==> config.mk <==
export PLATFORM = sky130hd
export DESIGN_NAME = bus_gate_arbiter_flat
export DESIGN_NICKNAME = d
export VERILOG_FILES = /design/src/rtl/bus_gate_arbiter_if.sv /design/src/rtl/bus_gate_arbiter.sv /design/src/flat_wrapper.sv
export SDC_FILE = /design/constraint.sdc
export NUM_CORES = 1
export LEC_CHECK = 0
export CAP_MARGIN = 20
export CORE_MARGIN = 1
export CORE_UTILIZATION = 50
export CTS_CLUSTER_DIAMETER = 30
export CTS_CLUSTER_SIZE = 25
export DETAILED_ROUTE_END_ITERATION = 12
export GPL_TIMING_DRIVEN = 0
export PLACE_DENSITY = 0.77
export SLEW_MARGIN = 25
export SYNTH_ARGS = -nofsm -noshare
export SYNTH_HDL_FRONTEND = slang
export SYNTH_SLANG_ARGS = --single-unit
export TNS_END_PERCENT = 10
==> constraint.sdc <==
create_clock -name Clk -period 5.2 [get_ports Clk]
set_input_delay 0.52 -clock Clk [delete_from_list [all_inputs] [get_ports Clk]]
set_output_delay 0.52 -clock Clk [all_outputs]
set_load 0.005 [all_outputs]
==> src/rtl/bus_gate_arbiter_if.sv <==
// Bus gate arbitration interface: per-source requests and last-cycle flags
// going in, the one-hot gate select and status flags coming back out.
interface bus_gate_arbiter_if;
  logic [3:0] req;
  logic [3:0] done;
  logic [3:0] gnt;
  logic [1:0] owner;
  logic       busy;
  logic       timeout;

  // Bus sources drive requests and observe the grant
  modport master (
    output req,
    output done,
    input  gnt,
    input  owner,
    input  busy,
    input  timeout
  );

  // The arbiter samples requests and owns the gate select
  modport slave (
    input  req,
    input  done,
    output gnt,
    output owner,
    output busy,
    output timeout
  );
endinterface

==> src/rtl/bus_gate_arbiter.sv <==
// Round-robin owner of the shared 16-bit bus gate select. One source at a
// time gets a registered one-hot grant, holds it until it releases or the
// hold limit runs out, and every handover passes through one idle cycle so
// two sources never drive the bus in the same cycle.
module bus_gate_arbiter #(
  parameter int unsigned MAX_HOLD = 8
) (
  input logic            Clk,
  input logic            Reset,
  bus_gate_arbiter_if.slave bus
);

  // A zero hold limit still needs a one-bit counter that simply saturates
  localparam int CNT_W = (MAX_HOLD == 0) ? 1 : $clog2(MAX_HOLD + 1);
  localparam logic [CNT_W-1:0] CNT_ONE  = CNT_W'(1);
  localparam logic [CNT_W-1:0] CNT_SAT  = '1;
  localparam logic [CNT_W-1:0] HOLD_LIM = CNT_W'(MAX_HOLD);

  localparam logic [1:0] IDLE  = 2'd0;
  localparam logic [1:0] GRANT = 2'd1;
  localparam logic [1:0] TURN  = 2'd2;

  logic [1:0]       state_q,   state_d;
  logic [3:0]       gnt_q,     gnt_d;
  logic [1:0]       owner_q,   owner_d;
  logic             busy_q,    busy_d;
  logic             timeout_q, timeout_d;
  logic [1:0]       ptr_q,     ptr_d;
  logic [CNT_W-1:0] cnt_q,     cnt_d;

  logic       winFound;
  logic [1:0] winIdx;
  logic [1:0] scanIdx;
  logic       ownerRelease;
  logic       holdExpired;

  // Pick the first requester at or after the round-robin pointer, wrapping 3 to 0
  always_comb begin
    winFound = 1'b0;
    winIdx   = 2'd0;
    scanIdx  = 2'd0;
    for (int k = 0; k < 4; k++) begin
      scanIdx = ptr_q + 2'(k);
      if (!winFound && bus.req[scanIdx]) begin
        winFound = 1'b1;
        winIdx   = scanIdx;
      end
    end
  end

  // Release by the owner always beats the hold limit, so timeout stays quiet
  always_comb begin
    ownerRelease = !bus.req[owner_q] || bus.done[owner_q];
    holdExpired  = (MAX_HOLD != 0) && (cnt_q == HOLD_LIM);
  end

  // Next-state logic: arbitrate when the bus is free, otherwise police the owner
  always_comb begin
    state_d   = state_q;
    gnt_d     = gnt_q;
    owner_d   = owner_q;
    busy_d    = busy_q;
    timeout_d = 1'b0;
    ptr_d     = ptr_q;
    cnt_d     = cnt_q;

    case (state_q)
      IDLE, TURN: begin
        if (winFound) begin
          state_d = GRANT;
          gnt_d   = 4'b0001 << winIdx;
          owner_d = winIdx;
          busy_d  = 1'b1;
          cnt_d   = CNT_ONE;
        end else begin
          state_d = IDLE;
          gnt_d   = 4'b0000;
          busy_d  = 1'b0;
        end
      end

      GRANT: begin
        if (ownerRelease || holdExpired) begin
          state_d   = TURN;
          gnt_d     = 4'b0000;
          busy_d    = 1'b0;
          ptr_d     = owner_q + 2'd1;
          timeout_d = !ownerRelease;
        end else if (cnt_q != CNT_SAT) begin
          cnt_d = cnt_q + CNT_ONE;
        end
      end

      default: begin
        state_d = IDLE;
        gnt_d   = 4'b0000;
        busy_d  = 1'b0;
      end
    endcase
  end

  // State and output registers; reset drops the gate select immediately
  always_ff @(posedge Clk or posedge Reset) begin
    if (Reset) begin
      state_q   <= IDLE;
      gnt_q     <= 4'b0000;
      owner_q   <= 2'd0;
      busy_q    <= 1'b0;
      timeout_q <= 1'b0;
      ptr_q     <= 2'd0;
      cnt_q     <= '0;
    end else begin
      state_q   <= state_d;
      gnt_q     <= gnt_d;
      owner_q   <= owner_d;
      busy_q    <= busy_d;
      timeout_q <= timeout_d;
      ptr_q     <= ptr_d;
      cnt_q     <= cnt_d;
    end
  end

  assign bus.gnt     = gnt_q;
  assign bus.owner   = owner_q;
  assign bus.busy    = busy_q;
  assign bus.timeout = timeout_q;

endmodule

==> src/flat_wrapper.sv <==
// flat-port wrapper written by rule: the top's interface ports become plain ports
module bus_gate_arbiter_flat 
#(
  parameter int unsigned MAX_HOLD = 8
)
  (Clk, Reset, bus_req, bus_done, bus_gnt, bus_owner, bus_busy, bus_timeout);
  bus_gate_arbiter_if bus_i ();
  input logic Clk;
  input logic Reset;
  input wire logic [$bits(bus_i.req)-1:0] bus_req;
  input wire logic [$bits(bus_i.done)-1:0] bus_done;
  output wire logic [$bits(bus_i.gnt)-1:0] bus_gnt;
  output wire logic [$bits(bus_i.owner)-1:0] bus_owner;
  output wire logic [$bits(bus_i.busy)-1:0] bus_busy;
  output wire logic [$bits(bus_i.timeout)-1:0] bus_timeout;
  assign bus_i.req = bus_req;
  assign bus_i.done = bus_done;
  assign bus_gnt = bus_i.gnt;
  assign bus_owner = bus_i.owner;
  assign bus_busy = bus_i.busy;
  assign bus_timeout = bus_i.timeout;
  bus_gate_arbiter #(.MAX_HOLD(MAX_HOLD)) u_core (.Clk(Clk), .Reset(Reset), .bus(bus_i));
endmodule
==> metrics.md <==
| Metric | Value |
|---|---|
| Most common cell after layout, fill and taps aside | `clkdlybuf4s50_1` |
| Initial antenna violation count | `0` |
| Via count | `a little under 700` |
| Critical path arrival | `2.26 ns` |
| Final Hold Vio Count | `0` |
| CTS resizes | `0` |
| Synth warn | `0` |
| Initial cell density of the core | `0.545` |
| First DRT Iteration DRCs | `32` |
| Die Area | `1850 um2` |
| Worst Skew | `0.00803 ns` |
| Dpl hpwl | `around 1300 um` |
| Tightest Pin Transition | `0.581 ns` |
| Port Buf Inserts | `17` |
| Critical Path RT | `5.37 ns` |
| Synth Instances | `82` |
| Row cnt | `14` |
| Drt total wl | `1710 um` |
| Layout cell share with drive strength beyond 1 | `0.0784` |
| Vias/cell | `5.90` |
| Antenna cells | `0` |
| Netlist Area Pre-Place | `840 um2` |
| Max Cap Viol | `0` |
| Post-synth cell types | `36` |
| Status | `complete, no violations` |
| CTS clk-pin slew, worst paths | `0.08 ns` |
| RSZ-0062 raised after global routing | `no` |
| RePlAce Congestion | `0.806` |
| CTS max path bufs | `2` |
| Rel. slew slack | `0.612` |
| Total CTS buffers | `3` |
| Core area | `1540 um2` |
| Final Cell Area | `1050 um2` |
| Final core utilization | `0.683` |
| Startpoint types | `input pin` |
| CTS HTree Levels | `1` |
| DR pass1 iterations | `4` |
| Min Tclk post-route | `around 2.1 ns` |
| Die width | `43.0 um` |
| Pleak | `0.000455 uW` |
| Setup Buffers After CTS | `0` |
| Worst hold-check path type | `reg2reg` |
| Tcrit/Tclk final | `0.401` |
| # clock sinks | `16` |
| Final net count | `~120` |
| Most frequent cells in the layout | `clkdlybuf4s50_1, dfrtp_1, nor2_1, a21oi_1` |
| Cell count after placement | `115` |
| Root Buffer | `clkbuf_4` |
| Post-synthesis area per instance | `10.2 um2` |
| Area Overhead vs Synth | `25.3%` |
| Final setup TNS | `0 ns` |
| Residual DRC count | `0` |
| CP max FO | `6` |
| Die Height | `approximately 43 um` |
| Cells on Worst Hold Path | `1` |
| Pin count of the biggest net entering global routing | `17` |
| Critical path type | `in2reg` |
| Peak VDD IR | `0.000274 V` |
| Final setup violation count | `0` |
| First-pass GRT wire length | `2940 um` |
| Non-Filler Instances | `118` |
| Part of the Yosys area used for sequential elements | `0.477` |
| Average wire per cell in the routed design | `14.4 um` |
| Vias in the first global route | `696` |
| I/O pin total | `18` |
| Area after DPL | `about 1000 um2` |
| Number of nets still failing antenna checks after routing | `0` |
| Fin Hold WS | `approximately 0.49 ns` |
| Final Max Slew Viols | `0` |
| CP endpoint kind | `register` |
| Gr usage total | `0.212` |
| Clk_lat worst skew | `0.29 ns` |
| R2R depth | `6` |
| #FFs+latches synth | `16` |
| Hold buffer count at cts | `0` |
| Mapped Nets | `94` |
| GR Overflow Total | `0` |
| FMAX | `0.480 GHz` |
| Pwr/cell area | `504 nW/um2` |
| Fillcell total | `~140` |
| TritonCTS clock tree | `built` |
## where the power goes
group | switching, uW | leakage, uW | internal [uW]
Combinational | 127 | 0.000240 | 127
Clock | 37.1 | 0.0000138 | 26.9
Sequential | 41.7 | 0.000202 | 170
Total | 206 | 0.000455 | 324
## area by class of cell
type	count	area, um2	share of cell area
multi-input combinational	59	413	0.392
sequential	16	400	0.380
timing repair buffer	17	170	0.162
clock buffer	3	22.5	0.0214
tap	16	20.0	0.0190
inverter	5	18.8	0.0178
buffer	2	7.51	0.00713
## registers in the layout, indices dropped and copies added, names as in the netlist
name and count:
u_core.bus.gnt 4, u_core.cnt_q 4, u_core.bus.owner 2, u_core.ptr_q 2, u_core.state_q 2, u_core.bus.busy 1
u_core.bus.timeout 1
## routing by layer
layer,vias up,part of all wire,GRT usage
met5,-,0,0
met4,0,0.013,0.0848
met3,3,0.040,0.0255
met2,17,0.46,0.327
met1,339,0.48,0.304
li1,337,-,-
## cells by family after synthesis
group / share of synthesized area
AND/OR/NAND/NOR: 0.194
buffers and inverters: 0.0313
XOR/XNOR: 0.0104
flip-flops: 0.477
AO/OA/AOI/OAI: 0.219
adder cells (fa/ha/maj): 0.0298
multiplexers: 0.0387
## critical path, cell delays in order
cell	delay, ns
clkdlybuf4s50_1	0.51
nor2b_1	0.18
mux4_2	0.53
nand2_1	0.13
nor2_1	0.12
a32o_1	0.27
## worst paths after layout
path	slack, ns	end	start
setup / recovery	3.12	u_core.cnt_q[1]	bus_req[3]
hold / removal	0.49	u_core.bus.busy	u_core.bus.busy
setup reg to reg	3.39	u_core.cnt_q[3]	u_core.cnt_q[0]
hold reg to reg	0.49	u_core.bus.busy	u_core.bus.busy
max in group asynchronous	4.23	u_core.cnt_q[0]	Reset
min in group asynchronous	0.58	u_core.bus.gnt[2]	Reset
## synthesized netlist by cell type (all sizes together)
cell     number  area [um2]
o31ai         1        7.51
nand2b        2        15.0
or2           1        6.26
inv           5        18.8
nand3b        1        7.51
o22ai         2        12.5
o2bb2ai       2        17.5
xnor2         1        8.76
mux2i         1        10.0
or3           1        6.26
and3b         1        8.76
or4           1        7.51
dfrtp        16         400
a21oi         8        43.8
o211ai        2        28.8
o21a          1        7.51
a32o          1        10.0
o21ai         3        15.0
and3          1        6.26
nor2          7        26.3
ha            2        25.0
nand2         5        18.8
nor4          2        18.8
o22a          1        8.76
clkbuf        2        7.51
nand3         1        5.00
a22o          2        17.5
nor2b         5        31.3
a21o          2        15.0
nor3          1        5.00
mux4          1        22.5
## per-stage QoR
stage | total power (uW) | setup slack, ns
floorplan | 371 | 3.49
global placement | 457 | 2.85
detailed placement | 467 | 2.83
CTS | 534 | 3.13
global route | 568 | 2.99
finish | 530 | 3.12
Power figures use the tool's default switching activity.
